===== src/rtl/dec_input_key_if.sv =====
// Key-entry bus for dec_input_key: the serial key bit with its qualifier, plus the accept/mode status.
// The master drives the key; the slave (the decoder) returns Active and Mode.
interface dec_input_key_if;
    logic InputKey;
    logic ValidCmd;
    logic Active;
    logic Mode;

    modport master (
        output InputKey,
        output ValidCmd,
        input  Active,
        input  Mode
    );

    modport slave (
        input  InputKey,
        input  ValidCmd,
        output Active,
        output Mode
    );
endinterface


===== src/rtl/dec_input_key.sv =====
// Serial "101" key detector (Moore FSM) with registered Active/Mode outputs.
// Optional macro DEC_INPUT_KEY_LOCK_EN latches DONE until Reset, ignoring ValidCmd drops.
module dec_input_key (
    input  logic           Clk,
    input  logic           Reset,
    dec_input_key_if.slave bus
);

    typedef enum logic [1:0] {
        IDLE = 2'b00,
        S1   = 2'b01,
        S10  = 2'b10,
        DONE = 2'b11
    } state_t;

    state_t cs;
    state_t ns;

    always_comb begin
        ns = IDLE;
        case (cs)
            IDLE:    ns = bus.InputKey ? S1   : IDLE;
            S1:      ns = bus.InputKey ? S1   : S10;
            S10:     ns = bus.InputKey ? DONE : IDLE;
            DONE:    ns = DONE;
            default: ns = IDLE;
        endcase
        if (!bus.ValidCmd) begin
`ifdef DEC_INPUT_KEY_LOCK_EN
            ns = (cs == DONE) ? DONE : IDLE;
`else
            ns = IDLE;
`endif
        end
    end

    // Outputs are registered from ns so Active rises on the accepting edge itself.
    always_ff @(posedge Clk) begin
        if (Reset) begin
            cs         <= IDLE;
            bus.Active <= 1'b0;
            bus.Mode   <= 1'b0;
        end else begin
            cs         <= ns;
            bus.Active <= (ns == DONE);
            if (cs == DONE && bus.ValidCmd) begin
                bus.Mode <= bus.InputKey;
            end else if (ns != DONE) begin
                bus.Mode <= 1'b0;
            end
        end
    end

endmodule


===== src/flat_wrapper.sv =====
// flat-port wrapper written by rule: the top's interface ports become plain ports
module dec_input_key_flat 
  (Clk, Reset, bus_InputKey, bus_ValidCmd, bus_Active, bus_Mode);
  dec_input_key_if bus_i ();
  input  logic Clk;
  input  logic Reset;
  input wire logic [$bits(bus_i.InputKey)-1:0] bus_InputKey;
  input wire logic [$bits(bus_i.ValidCmd)-1:0] bus_ValidCmd;
  output wire logic [$bits(bus_i.Active)-1:0] bus_Active;
  output wire logic [$bits(bus_i.Mode)-1:0] bus_Mode;
  assign bus_i.InputKey = bus_InputKey;
  assign bus_i.ValidCmd = bus_ValidCmd;
  assign bus_Active = bus_i.Active;
  assign bus_Mode = bus_i.Mode;
  dec_input_key u_core (.Clk(Clk), .Reset(Reset), .bus(bus_i));
endmodule

===== config.mk =====
export PLATFORM = sky130hd
export DESIGN_NAME = dec_input_key_flat
export DESIGN_NICKNAME = d
export VERILOG_FILES = /design/src/rtl/dec_input_key_if.sv /design/src/rtl/dec_input_key.sv /design/src/flat_wrapper.sv
export SDC_FILE = /design/constraint.sdc
export NUM_CORES = 1
export LEC_CHECK = 0
export ABC_AREA = 1
export CAP_MARGIN = 10
export CELL_PAD_IN_SITES_DETAIL_PLACEMENT = 0
export CELL_PAD_IN_SITES_GLOBAL_PLACEMENT = 1
export CORE_AREA = 2 2 39 41
export DETAILED_ROUTE_END_ITERATION = 16
export DIE_AREA = 0 0 41 43
export PLACE_DENSITY = 0.42
export REMOVE_ABC_BUFFERS = 1
export SLEW_MARGIN = 20
export SYNTH_ARGS = -nofsm -noshare
export SYNTH_HDL_FRONTEND = slang
export SYNTH_SLANG_ARGS = --single-unit

===== constraint.sdc =====
create_clock -name Clk -period 0.8 [get_ports Clk]
set_input_delay 0.12 -clock Clk [delete_from_list [all_inputs] [get_ports Clk]]
set_output_delay 0.12 -clock Clk [all_outputs]
set_load 0.005 [all_outputs]

==> flow_metrics.py <==
metrics = {
    "status": {
        "status": "complete, no violations",
    },
    "yosys": {
        "synth.top_cells.by_area": "dfxtp_1 (48%), nor2_2 (11%), inv_1 (9.1%)",
        "synthTopCellsByCount": "dfxtp_1 (4), inv_1 (4), nand2_1 (3), nor2_1 (3), nor2_2 (3)",
        "synthArstFlopShare_pct": 0,
        "syn-instance-count": 22,
        "synth-main-ff-cell": "dfxtp_1",
        "netlist_area_um2": 165.2,
        "netlist-cell-type-count": 9,
        "synth_top_area_share_pct": 48.48,
        "synth_area_per_cell_um2": 7.507,
        "seq_area_frac_synth_pct": 48.48,
        "yosys_warnings": 0,
        "synth_edf_count": 0,
        "yosys.area.top_type": "dfxtp_1",
        "ys_ff_latch": 4,
    },
    "clock_network": {
        "cts_root_buf": "clkbuf_4",
        "numCtsBuffers": 3,
        "cts_setup_buffers": 0,
        "cts_tree": "done",
        "cts.sinks": 4,
        "clock_latency_ps": 240,
        "cts.path.max_buffers": 2,
        "h-tree-depth": 1,
        "clk_pin_slew_worst_paths_ps": 40,
    },
    "grt": {
        "grt_max_degree": 6,
        "grt_pass1_vias": 166,
        "antenna_found_initial": 0,
        "grt.total_usage_pct": 5.717,
        "grt_overflow": 0,
        "grt_first_pass_wirelength_um": 593,
    },
    "setup_path": {
        "crit_path_max_fanout": 2,
        "cp_data_required_time_ps": 680,
        "critPathKind": "flip-flop to primary output",
        "worst-path-buf-inv": 1,
        "crit_path_top_delay_cell": "dfxtp_2",
        "arrival_ps": 660,
        "end_kind": "primary output",
        "crit_path_cell_trace": "buf_6",
        "cp_top_family": "flip-flops",
        "cpPeakStageDelay_ps": 310,
        "critPathLaunchType": "flip-flop",
    },
    "die": {
        "core-area_um2": 1384,
        "die_w_um": 41,
        "die_y_um": 43,
        "boundaryPins": 6,
        "rows": 14,
        "fp.dieArea_um2": 1763,
        "start_util_pct": 11.93,
    },
    "sta": {
        "worst_slew_pin_slew_ps": 193.5,
        "clock.fmax_mhz": 1288,
        "slew_headroom_pct": 87.10,
        "finalSetupViolCount": 0,
        "final.min_clock_period_ps": 776.7,
        "fin_crit_sh_pct": 97.08,
        "holdWs_ps": 342.1,
        "maxSlewViolCount": 0,
        "fin_skew_ps": 4.362,
        "hold_violations": 0,
    },
    "cells_and_area": {
        "antenna_cells": 0,
        "final_util_pct": 20.34,
        "design_area_um2": 281.5,
        "area_growth_pct": 70.45,
        "num-fill-cells": 164,
        "drive_gt1_share_pct": 58.06,
        "regArea_um2": 82.58,
        "fin_nets": 37,
        "multi_input_area_um2": 90.09,
    },
    "place": {
        "placed_cell_area_um2": 242.7,
        "portBuffers": 5,
        "hpwl_um": 252.2,
        "place_congestion": 0.5984,
    },
    "routing": {
        "wl_per_cell_um": 7.872,
        "firstDrtPassIters": 2,
        "vias": 168,
        "postRouteAntennaNets": 0,
        "drt-initial-drc-count": 1,
        "drcViolationCount": 0,
        "drt_wl_total_um": 370,
        "via_per_inst": 3.574,
    },
    "worst_hold_path": {
        "hp-class": "input port to flip-flop",
    },
    "power": {
        "irDropWorstVdd_v": 0.0003599,
        "p_sw_uw": 110.6,
        "p_per_area_nw_per_um2": 1811,
        "swShare_pct": 21.70,
        "combPwrFrac_pct": 10.2,
        "pwr-share-clk_pct": 49.0,
        "totalPowerFinal_uw": 509.7,
        "seq_power_share_pct": 40.9,
        "internal_power_uw": 399.1,
        "leakage_nw": 0.1372,
    },
    "run": {
        "drv_cap": 0,
    },
}
## metrics by stage
stage / setup slack [ps] / setup TNS, ps / instances
after floorplan: 46.24 / 0 / 22
after global placement: -334.1 / -1439 / 44
after detailed placement: -311.7 / -1349 / 44
after CTS: 4.816 / 0 / 47
after global routing: -1.365 / -1.968 / 47
final: 23.33 / 0 / 47
## path summary, 6_finish.rpt
kind / startpoint / to / slack [ps] / cells after the start
setup / recovery: u_core.bus.Mode / bus_Mode / 20 / 1
hold / removal: bus_ValidCmd / u_core.bus.Mode / 340 / 3
setup reg to reg: u_core.cs[0] / u_core.cs[1] / 40 / 3
hold reg to reg: u_core.bus.Mode / u_core.bus.Mode / 550 / 4
## timing repair
item / 4_1_cts / 5_1_grt
gates resized for setup: 11 / 9
hold buffers: 0 / 0
pin swaps: 1 / 3
endpoints found under the setup margin: 5 / 5
## registers in the layout, indices dropped and copies added, names as in the netlist
register           flops
u_core.bus.Active      1
u_core.bus.Mode        1
u_core.cs              2
## cells by family (layout without fill, tap and decap cells)
logic type	after synthesis	after routing	share of synthesized area, %
buffers and inverters	4	13	9.088
and+or+nand+nor	14	14	42.43
DFF	4	4	48.49
## power groups by stage
stage / logic [mW] / clock network (mW) / registers (mW)
global route: 0.0564 / 0.274 / 0.209
detailed placement: 0.0455 / 0 / 0.211
finish: 0.0518 / 0.250 / 0.208
CTS: 0.0413 / 0.265 / 0.208
floorplan: 0.0187 / 0 / 0.211
global placement: 0.0473 / 0 / 0.211
## placed cells by master, fill, tap and decap left out, drive strengths merged
cell type / count
nor2: 6
inv: 4
nand2: 4
dfxtp: 4
clkbuf: 3
buf: 3
dlygate4sd2: 2
nand3: 2
or2: 1
nand4: 1
clkdlybuf4s50: 1
## routing by layer
metal	up-vias	wire length, µm	GRT usage [%]
met5	-	0	0
met1	72	139	5.128
met4	0	27	8.000
met3	4	47	3.141
met2	8	155	7.187
li1	84	-	-
## cell type report
class | instances | share of cell area [%]
Timing Repair Buffer | 6 | 18.22
Sequential cell | 4 | 29.33
Clock buffer | 3 | 8.000
Tap cell | 16 | 7.111
Multi-Input combinational cell | 14 | 32.00
Inverter | 4 | 5.333
Note: power is estimated with default switching activity, not from simulation.
